===== src/rtl/pipe_pkg.sv =====
// Playfield geometry, column/frame types and scroll FSM states, shared by the
// scroll controller and its testbench.
package pipe_pkg;
  localparam int ROWS = 16;
  localparam int COLS = 16;

  typedef logic [ROWS-1:0] column_t;
  typedef column_t [COLS-1:0] frame_t;

  typedef enum logic [2:0] {IDLE, WAIT, REQ, LOAD, SHIFT} scroll_state_t;
endpackage


===== src/rtl/tick_divider.sv =====
// Mod-TICK_DIV scroll-step counter. tick marks the terminal count while enabled;
// the count holds whenever en is low.
module tick_divider #(
  parameter int unsigned TICK_DIV = 5_000_000
) (
  input  logic clk,
  input  logic reset,
  input  logic en,
  input  logic clr,
  output logic tick
);
  localparam int unsigned CW = $clog2(TICK_DIV);
  localparam logic [CW-1:0] TERM = CW'(TICK_DIV - 1);

  logic [CW-1:0] cnt_reg;

  assign tick = en && (cnt_reg == TERM);

  always_ff @(posedge clk or posedge reset) begin
    if (reset) begin
      cnt_reg <= '0;
    end else if (clr) begin
      cnt_reg <= '0;
    end else if (en) begin
      cnt_reg <= tick ? '0 : cnt_reg + CW'(1);
    end
  end
endmodule


===== src/rtl/pipe_scroll_ctrl.sv =====
// Scrolls pipe columns across the playfield framebuffer. pat_col is the pattern
// generator's unpacked output_data[0:15] packed as pat_col[r] = output_data[r].
module pipe_scroll_ctrl
  import pipe_pkg::*;
#(
  parameter int unsigned TICK_DIV   = 5_000_000,
  parameter int unsigned PIPE_WIDTH = 2,
  parameter int unsigned PIPE_GAP   = 4,
  parameter int unsigned BIRD_COL   = 3
) (
  input  logic                       clk,
  input  logic                       reset,
  input  logic                       run,
  input  logic                       clear,
  output logic                       pat_en,
  input  logic [ROWS-1:0]            pat_col,
  output logic [COLS-1:0][ROWS-1:0]  frame,
  output logic [ROWS-1:0]            bird_col,
  output logic                       shift_done,
  output logic [7:0]                 score,
  output logic                       busy
);
  localparam int unsigned PERIOD = PIPE_WIDTH + PIPE_GAP;
  localparam int unsigned SW = $clog2(PERIOD);
  localparam int unsigned CI = $clog2(COLS);
  localparam logic [SW-1:0] SLOT_LAST = SW'(PERIOD - 1);
  localparam logic [SW-1:0] SLOT_PIPE = SW'(PIPE_WIDTH);
  localparam logic [CI-1:0] BIRD_IDX  = CI'(BIRD_COL);

  scroll_state_t state_reg;
  frame_t        frame_reg;
  frame_t        shifted;
  column_t       pat_hold_reg;
  column_t       new_col;
  logic [SW-1:0] slot_reg;
  logic [7:0]    score_reg;
  logic          pat_en_reg;
  logic          shift_done_reg;
  logic          busy_reg;
  logic          tick_en;
  logic          tick;
  logic          trailing_exit;

  assign tick_en = (state_reg == WAIT) && run && !clear;

  tick_divider #(
    .TICK_DIV(TICK_DIV)
  ) u_tick (
    .clk  (clk),
    .reset(reset),
    .en   (tick_en),
    .clr  (clear),
    .tick (tick)
  );

  assign new_col = (slot_reg < SLOT_PIPE) ? pat_hold_reg : '0;

  for (genvar gi = 0; gi < COLS - 1; gi++) begin : g_shift
    assign shifted[gi] = frame_reg[gi+1];
  end
  assign shifted[COLS-1] = new_col;

  // A pipe's last column is about to fall off the left edge.
  assign trailing_exit = (frame_reg[0] != '0) && (frame_reg[1] == '0);

  always_ff @(posedge clk or posedge reset) begin
    if (reset) begin
      state_reg      <= IDLE;
      frame_reg      <= '0;
      pat_hold_reg   <= '0;
      slot_reg       <= '0;
      score_reg      <= '0;
      pat_en_reg     <= 1'b0;
      shift_done_reg <= 1'b0;
      busy_reg       <= 1'b0;
    end else begin
      pat_en_reg     <= 1'b0;
      shift_done_reg <= 1'b0;
      if (clear) begin
        state_reg <= IDLE;
        frame_reg <= '0;
        slot_reg  <= '0;
        score_reg <= '0;
        busy_reg  <= 1'b0;
      end else begin
        unique case (state_reg)
          IDLE: if (run) state_reg <= WAIT;
          WAIT: begin
            if (!run) begin
              state_reg <= IDLE;
            end else if (tick) begin
              busy_reg <= 1'b1;
              if (slot_reg == '0) begin
                state_reg  <= REQ;
                pat_en_reg <= 1'b1;
              end else begin
                state_reg <= SHIFT;
              end
            end
          end
          REQ: state_reg <= LOAD;
          // The generator advanced on the REQ edge; capture its new pattern.
          LOAD: begin
            pat_hold_reg <= pat_col;
            state_reg    <= SHIFT;
          end
          SHIFT: begin
            frame_reg      <= shifted;
            slot_reg       <= (slot_reg == SLOT_LAST) ? '0 : slot_reg + SW'(1);
            if (trailing_exit && score_reg != 8'hFF) score_reg <= score_reg + 8'd1;
            shift_done_reg <= 1'b1;
            busy_reg       <= 1'b0;
            state_reg      <= run ? WAIT : IDLE;
          end
          default: state_reg <= IDLE;
        endcase
      end
    end
  end

  assign frame      = frame_reg;
  assign bird_col   = frame_reg[BIRD_IDX];
  assign pat_en     = pat_en_reg;
  assign shift_done = shift_done_reg;
  assign score      = score_reg;
  assign busy       = busy_reg;
endmodule


===== config.mk =====
export PLATFORM = sky130hd
export DESIGN_NAME = pipe_scroll_ctrl
export DESIGN_NICKNAME = d
export VERILOG_FILES = /design/src/rtl/pipe_pkg.sv /design/src/rtl/tick_divider.sv /design/src/rtl/pipe_scroll_ctrl.sv
export SDC_FILE = /design/constraint.sdc
export NUM_CORES = 1
export LEC_CHECK = 0
export ABC_AREA = 1
export CORE_MARGIN = 2
export CORE_UTILIZATION = 56
export CTS_BUF_LIST = sky130_fd_sc_hd__clkbuf_8
export CTS_CLUSTER_SIZE = 16
export DETAILED_ROUTE_END_ITERATION = 8
export PLACE_DENSITY = 0.89
export SYNTH_ARGS = -nofsm -noshare
export SYNTH_HDL_FRONTEND = slang
export SYNTH_SLANG_ARGS = --single-unit

===== constraint.sdc =====
create_clock -name clk -period 29.5 [get_ports clk]
set_clock_uncertainty 0.1 [all_clocks]
set_input_delay 5.9 -clock clk [delete_from_list [all_inputs] [get_ports clk]]
set_output_delay 5.9 -clock clk [all_outputs]
set_load 0.01 [all_outputs]

==> impl_metrics.ini, run 1 <==
[worst_setup_path]
worstSetupEndpointType = register
slowest_delay_ps = 1080
startpoint_type = input pin
crit_chain = clkdlybuf4s50_1, nor2_8, inv_8, buf_4, o22ai_1
crit_buf_inv = 3
crit_type = in2reg
cp.required_ps = 29790
crit_path_max_fanout = 154
cp.arrival_ps = 9050
critical_path.top_delay_family = buffers and inverters
slowest_stage = clkdlybuf4s50_1

[power]
power_density_mw_per_mm2 = 51.0
finalPower_uw = 853
p_leak_nw = 7.12
irDropWorstVdd_mv = 0.0369

[synth]
ys.warnings.count = 0
synth_top_family_by_area = compound AO/OA/AOI/OAI gates
synth.avg_cell_area_sq_um = 10.1
yosysUniqueCellTypes = 35
synth_edf_count = 0
ys.flop_type = dfrtp_1
synth-xor-area-share = 0.00756
synth_top_cell_by_area = dfrtp_1
synth_top_area_share = 0.613
yosysSeqAreaShare = 0.613
synth_seq_cells = 312
synth.most_common_cell = dfrtp_1
syn_nets = 1282
synth_common_cells = dfrtp_1, inv_1, o22ai_1
async_reset_ff_frac = 1.00
synthAdderAreaFrac = 0.00196
synth.area.mux_share = 0.0141
synth_area_sq_mm = 0.0127
synth_area_leaders = dfrtp_1, o22ai_1, inv_1
synthSimpleGateAreaFrac = 0.0946
synthCells = 1260
synth_compound_area_frac = 0.151

[routing]
drc = 0
drt_first_pass_iters = 5
drt_iter0_markers = 864
wl_per_cell_um = 20.3
avgViaCountPerCell = 5.63
routed_wl_mm = 37.6
vias = 10400
detail-route-antenna-nets = 0

[min_path]
hold_path.class = reg2reg

[timing]
finalCritPeriodShare = 0.297
fin_tns_setup_ps = 0
setup_viol = 0
fin_hold_ws_ps = 412
relSlewSlack = 0.172
fmax_ghz = 0.114
drv_slew = 0
period_minus_slack_ps = 8750
worst_slew_pin_slew_ps = 1240
hold_viol = 0
grt_setup_unrepaired = no

[cells_and_area]
area_growth_pct = 31.2
final_nets = 1560
final_layout_size_suffix_gt1_frac = 0.0843
antennaDiodeCount = 0
final_cells = 1850
largest_register_ffs = 240
fillers = 1422
postLayoutCoreUtil = 0.743

[floorplan]
rows = 55
die_area_sq_mm = 0.0240
design.core.area_sq_mm = 0.0225
chipHeight_um = 155
num_io_pins = 303
die_width_um = 155
initial_core_util = 0.566

[global_routing]
grtUsageTotal = 0.313
grt_max_degree = 162
grt_pass1_vias = 10500
antenna_found_initial = 0
grt_pass1_wl_mm = 58.2
grt_overflow_total = 0

[cts]
cts-root-buf = clkbuf_8
htree_levels = 2
cts_hold_buffers = 0
cts_resized = 0
tritoncts = done
post_cts_buffers = 0
clkTransAtPathRegs_ps = 60
clkSinkCount = 312
cts_buffer_depth = 3
clk_latency_ps = 570
numCtsBuffers = 48

[placement]
place_inst = 1773
place_hpwl_mm = 25.9
gp_congestion = 0.878
portBuffers = 302

[run]
maxCapViolCount = 0

[run_status]
status = complete, no violations
==> layer usage <==
layer / track usage / vias to the layer above / part of all wire
met5: 0 / - / 0
met3: 0.0941 / 101 / 0.093
met2: 0.503 / 496 / 0.48
li1: - / 4694 / -
met4: 0.144 / 0 / 0.049
met1: 0.395 / 5130 / 0.38
==> per-stage QoR <==
stage	instance area, sq um	worst slack [ps]
finish	16700	20750
global route	16700	20590
detailed placement	15700	20230
global placement	15700	20360
CTS	16700	20830
floorplan	12700	14870
==> cell type report <==
cell class / instances / area (sq um) / area share
clock buffer: 59 / 812 / 0.0486
clock inverter: 18 / 168 / 0.0100
tap: 285 / 357 / 0.0213
inverter: 284 / 1090 / 0.0651
multi-input combinational: 586 / 3430 / 0.205
sequential: 312 / 7810 / 0.467
timing repair buffer: 306 / 3050 / 0.183
==> placed cells by master, fill, tap and decap left out, types with 2 or more instances in the layout <==
master | synthesis | final
o21ai_0 | 48 | 48
clkdlybuf4s50_1 | 0 | 302
nand4_1 | 16 | 16
xor2_1 | 10 | 10
nand3_1 | 56 | 56
inv_2 | 4 | 3
dfrtp_1 | 312 | 312
nand2_1 | 119 | 119
inv_8 | 0 | 4
clkbuf_8 | 1 | 59
a21oi_1 | 2 | 2
ha_1 | 2 | 2
o22ai_1 | 205 | 205
inv_1 | 278 | 289
nor2_8 | 2 | 2
nor3_1 | 5 | 5
or2_2 | 2 | 2
nor2_2 | 4 | 4
mux2_2 | 16 | 16
buf_4 | 19 | 4
o22ai_2 | 30 | 30
bufinv_16 | 0 | 3
nor2_1 | 60 | 60
==> final timing paths <==
check | from | to | slack, ps | cells past startpoint
max reg2reg | state_reg[0] | frame[165] | 26470 | 7
min in group asynchronous | reset | frame[195] | 5920 | 2
max in group asynchronous | reset | frame[100] | 21740 | 3
min reg2reg | pat_hold_reg[8] | pat_hold_reg[8] | 410 | 1
min | pat_hold_reg[8] | pat_hold_reg[8] | 410 | 1
max | clear | frame[165] | 20750 | 5
==> cell families after synthesis <==
group | count (synthesis)
AO/OA/AOI/OAI | 287
XOR/XNOR | 11
adder cells (fa/ha/maj) | 2
buffers and inverters | 362
flip-flops | 312
multiplexers | 16
AND/OR/NAND/NOR | 270
==> report_power, final <==
group	internal (mW)	total, mW	switching, mW
registers	0.437	0.444	0.00612
clock network	0.206	0.372	0.167
logic	0.0130	0.0369	0.0239
total	0.656	0.853	0.197
(Power assumes the default switching activity.)
==> run 2, diff against run 1 <==
Settings changed: CORE_UTILIZATION 56 to 52, PLACE_DENSITY 0.89 to 0.83.
Clock period 29.5 ns to 8.33 ns, I/O delays scaled along.
==> impl_metrics.ini, run 2 (synthesis results as in run 1) <==
[run_status]
status = complete, no violations

[worst_setup_path]
crit_chain = clkdlybuf4s50_1, nor2_8, inv_8, buf_4, o21ai_0
startpoint_type = input pin
reg2reg_depth = 7
regToRegSetupSlack_ps = 5240
slowest_delay_ps = 1030
worstSetupEndpointType = register
crit_path_max_fanout = 183
cp.arrival_ps = 4780
r2r_end = frame[250]
slowest_stage = clkdlybuf4s50_1
crit_type = in2reg
crit_start = clear
timing.rr.start = state_reg[0]
cp.required_ps = 8630

[power]
p_leak_nw = 7.17
finalPower_mw = 3.06
irDropWorstVdd_mv = 0.110
power_density_mw_per_mm2 = 182

[min_path]
whs_path_depth = 1
hold_end = pat_hold_reg[12]
hp-start = pat_hold_reg[12]
hold_path.class = reg2reg

[timing]
hold_viol = 0
fin_tns_setup_ps = 0
worst_slew_pin_slew_ps = 1110
fmax_ghz = 0.223
layout_setup_ws_ps = 3840
finalCritPeriodShare = 0.538
grt_setup_unrepaired = no
period_minus_slack_ps = 4490
setup_viol = 0
relSlewSlack = 0.256
drv_slew = 0

[placement]
preCtsSetupSlack_ps = 3400
place_inst = 1812
placed_area_sq_mm = 0.0158
gp_congestion = 0.889
place_hpwl_mm = 25.7
portBuffers = 302

[global_routing]
grt_pass1_wl_mm = 58.7
grt_max_degree = 184
grtUsageTotal = 0.291
grt_pass1_vias = 10600
grt_overflow_total = 0
antenna_found_initial = 0

[cts]
clkSinkCount = 312
cts-root-buf = clkbuf_8
clk_latency_ps = 590
htree_levels = 2
numCtsBuffers = 50
cts_hold_buffers = 0
clkTransAtPathRegs_ps = 60
cts_buffer_depth = 3
tritoncts = done
cts_resized = 0
post_cts_buffers = 0

[cells_and_area]
most-common-layout-cells = dfrtp_1, clkdlybuf4s50_1, inv_1, o22ai_1, nand2_1
largest_register_ffs = 240
final_common_cell = dfrtp_1
final_nets = 1562
final_cell_area_sq_mm = 0.0169
antennaDiodeCount = 0
final_cells = 1905
area_growth_pct = 32.3
final_layout_size_suffix_gt1_frac = 0.0923

[routing]
drt-met1-wl_mm = 15.0
drc = 0
routed_wl_mm = 37.5
drt_first_pass_iters = 5
wl_met2_mm = 17.3
detail-route-antenna-nets = 0
vias = 10300
wl_per_cell_um = 19.7
top_layer_used = met4
avgViaCountPerCell = 5.41
dr_wl_met3_mm = 3.35
drt_iter0_markers = 687

[floorplan]
rows = 57
die_width_um = 161
design.core.area_sq_mm = 0.0242
num_io_pins = 303
initial_core_util = 0.527
chipHeight_um = 161
die_area_sq_mm = 0.0258

[run]
maxCapViolCount = 0
## run 2: changes by cell type in the layout (fill, tap and decap cells not counted), sizes merged
cell and delta:
clkinv +10, clkbuf +3, clkinvlp +3, bufinv -1, inv +1
## run 2: stage by stage
| stage | utilization | hold slack, ps |
|---|---|---|
| 2_1_floorplan | - | 371 |
| 3_3_place_gp | 0.654 | 384 |
| 3_5_place_dp | 0.654 | 395 |
| 4_1_cts | 0.697 | 409 |
| 5_1_grt | 0.697 | 431 |
| 6_report | 0.697 | 406 |
## run 2: where the power goes
part / total (mW) / switching, mW / internal, mW
clock: 1.36 / 0.623 / 0.738
combinational: 0.132 / 0.0849 / 0.0473
sequential: 1.57 / 0.0202 / 1.55
## run 2: cell type report
type / instances / area [sq um]
multi-input cells: 586 / 3430
fillers: 1764 / 7320
inverters: 284 / 1080
clock buffers: 62 / 853
repair buffers: 306 / 3080
flip-flops and latches: 312 / 7810
well taps: 324 / 405
clock inverters: 31 / 196
## run 2: worst max-delay path, delay by kind of cell
family | cells | cell delay, ps
buffers and inverters | 3 | 2500
and+or+nand+nor | 1 | 190
AOI/OAI and AO/OA | 1 | 220
## run 2: per-layer routing
metal / global-route usage / vias up
li1: - / 4713
met4: 0.137 / 0
met1: 0.377 / 5053
met2: 0.451 / 448
met5: 0 / -
met3: 0.0907 / 92
## run 2: worst max-delay path by stage
stage,end,cells past startpoint
6_report,frame[250],5
5_1_grt,frame[250],5
4_1_cts,frame[250],5
3_5_place_dp,frame[250],5
3_3_place_gp,score[4],6
2_1_floorplan,bird_col[0],1
==> run 3, diff against run 2 <==
Clock period 8.33 ns to 4.6 ns, I/O delays scaled along.
==> impl_metrics.ini, run 3 (synthesis results as in run 1) <==
[run_status]
status = complete, no violations

[floorplan]
initial_core_util = 0.527
rows = 57
chipHeight_um = 161
die_area_sq_mm = 0.0258
die_width_um = 161
num_io_pins = 303
design.core.area_sq_mm = 0.0242

[routing]
avgViaCountPerCell = 5.42
drt_iter0_markers = 739
drc = 0
drt_first_pass_iters = 5
wl_per_cell_um = 19.5
detail-route-antenna-nets = 0
routed_wl_mm = 37.0
vias = 10300

[cells_and_area]
final_layout_size_suffix_gt1_frac = 0.0896
seq_area_sq_mm = 0.00781
most-common-layout-cells = dfrtp_1, clkdlybuf4s50_1, inv_1, o22ai_1, nand2_1
final_cells = 1898
area_growth_pct = 32.2
final_common_cell = dfrtp_1
final_cell_area_sq_mm = 0.0168
largest_register_ffs = 240
antennaDiodeCount = 0
fillers = 1758
multiInputGateArea_sq_mm = 0.00343
final_nets = 1572

[cts]
htree_levels = 2
clkSinkCount = 312
clk_latency_ps = 570
clkTransAtPathRegs_ps = 60
cts_buffer_depth = 3
tritoncts = done
cts-root-buf = clkbuf_8
cts_hold_buffers = 0
cts_resized = 0
numCtsBuffers = 50
post_cts_buffers = 0

[worst_setup_path]
startpoint_type = input pin
crit_type = in2reg
crit_path_max_fanout = 16
slowest_delay_ps = 880
reg2reg_depth = 7
crit_start = clear
cp.arrival_ps = 3400
slowest_stage = clkdlybuf4s50_1
cp.required_ps = 4940
worstSetupEndpointType = register
timing.rr.start = state_reg[0]
r2r_end = bird_col[13]
crit_chain = clkdlybuf4s50_1, inv_1, nand4_2, mux2_2
regToRegSetupSlack_ps = 2310

[min_path]
hold_path.class = reg2reg
hp-start = pat_hold_reg[0]
hold_end = frame[240]
whs_path_depth = 2

[timing]
period_minus_slack_ps = 3070
finalCritPeriodShare = 0.667
relSlewSlack = 0.244
worst_slew_pin_slew_ps = 1130
hold_viol = 0
drv_slew = 0
fmax_ghz = 0.326
setup_viol = 0
grt_setup_unrepaired = no
layout_setup_ws_ps = 1530

[placement]
portBuffers = 302
gp_congestion = 0.910
preCtsSetupSlack_ps = 1010
place_hpwl_mm = 26.0
placed_area_sq_mm = 0.0159
place_inst = 1822

[power]
power_density_mw_per_mm2 = 316
p_leak_nw = 7.16
irDropWorstVdd_mv = 0.217

[global_routing]
grt_pass1_wl_mm = 57.8
grt_overflow_total = 0
grt_pass1_vias = 10400
antenna_found_initial = 0
grt_max_degree = 124
grtUsageTotal = 0.286

[run]
maxCapViolCount = 0
[run 3: cell count changes in the layout (fill, tap and decap cells not counted)]
cell / before / now
bufinv_16: 2 / 0
clkinvlp_4: 3 / 1
buf_4: 2 / 8
buf_12: 2 / 6
clkbuf_8: 62 / 61
clkinv_8: 0 / 1
clkinv_2: 12 / 2
inv_6: 1 / 0
inv_1: 291 / 289
[run 3: layer usage]
metal  track usage  share of wire
met5             0              0
met4         0.120          0.042
met3        0.0896          0.084
met2         0.453           0.47
met1         0.370           0.40
[run 3: cell type report]
| class | count | share of cell area |
|---|---|---|
| sequential | 312 | 0.464 |
| multi-input combinational | 586 | 0.204 |
| timing repair buffer | 316 | 0.190 |
| inverter | 284 | 0.0644 |
| clock buffer | 61 | 0.0498 |
| tap | 324 | 0.0241 |
| clock inverter | 15 | 0.00423 |
[run 3: through the flow]
stage	TNS (ps)	utilization	hold slack (ps)	total power, mW
2_1_floorplan	-179370	-	371	3.06
3_3_place_gp	0	0.659	388	3.13
3_5_place_dp	0	0.659	395	3.14
4_1_cts	0	0.697	407	5.36
5_1_grt	0	0.697	428	5.51
6_report	0	0.697	403	5.32
[run 3: worst max-delay path by stage]
stage / slack (ps) / cells after the start / to
2_1_floorplan: -570 / 1 / bird_col[0]
3_3_place_gp: 1090 / 4 / pat_hold_reg[3]
3_5_place_dp: 1010 / 4 / pat_hold_reg[3]
4_1_cts: 1590 / 4 / pat_hold_reg[3]
5_1_grt: 1430 / 4 / pat_hold_reg[3]
6_report: 1530 / 4 / pat_hold_reg[3]
[run 3: where the power goes]
group	internal [mW]	switching (mW)
combinational	0.0932	0.156
sequential	2.81	0.0357
clock	1.18	1.05
[run 3: worst max-delay path, delay by kind of cell]
kind / cells / cell delay (ps)
and+or+nand+nor: 1 / 540
buffers and inverters: 2 / 1480
muxes: 1 / 460
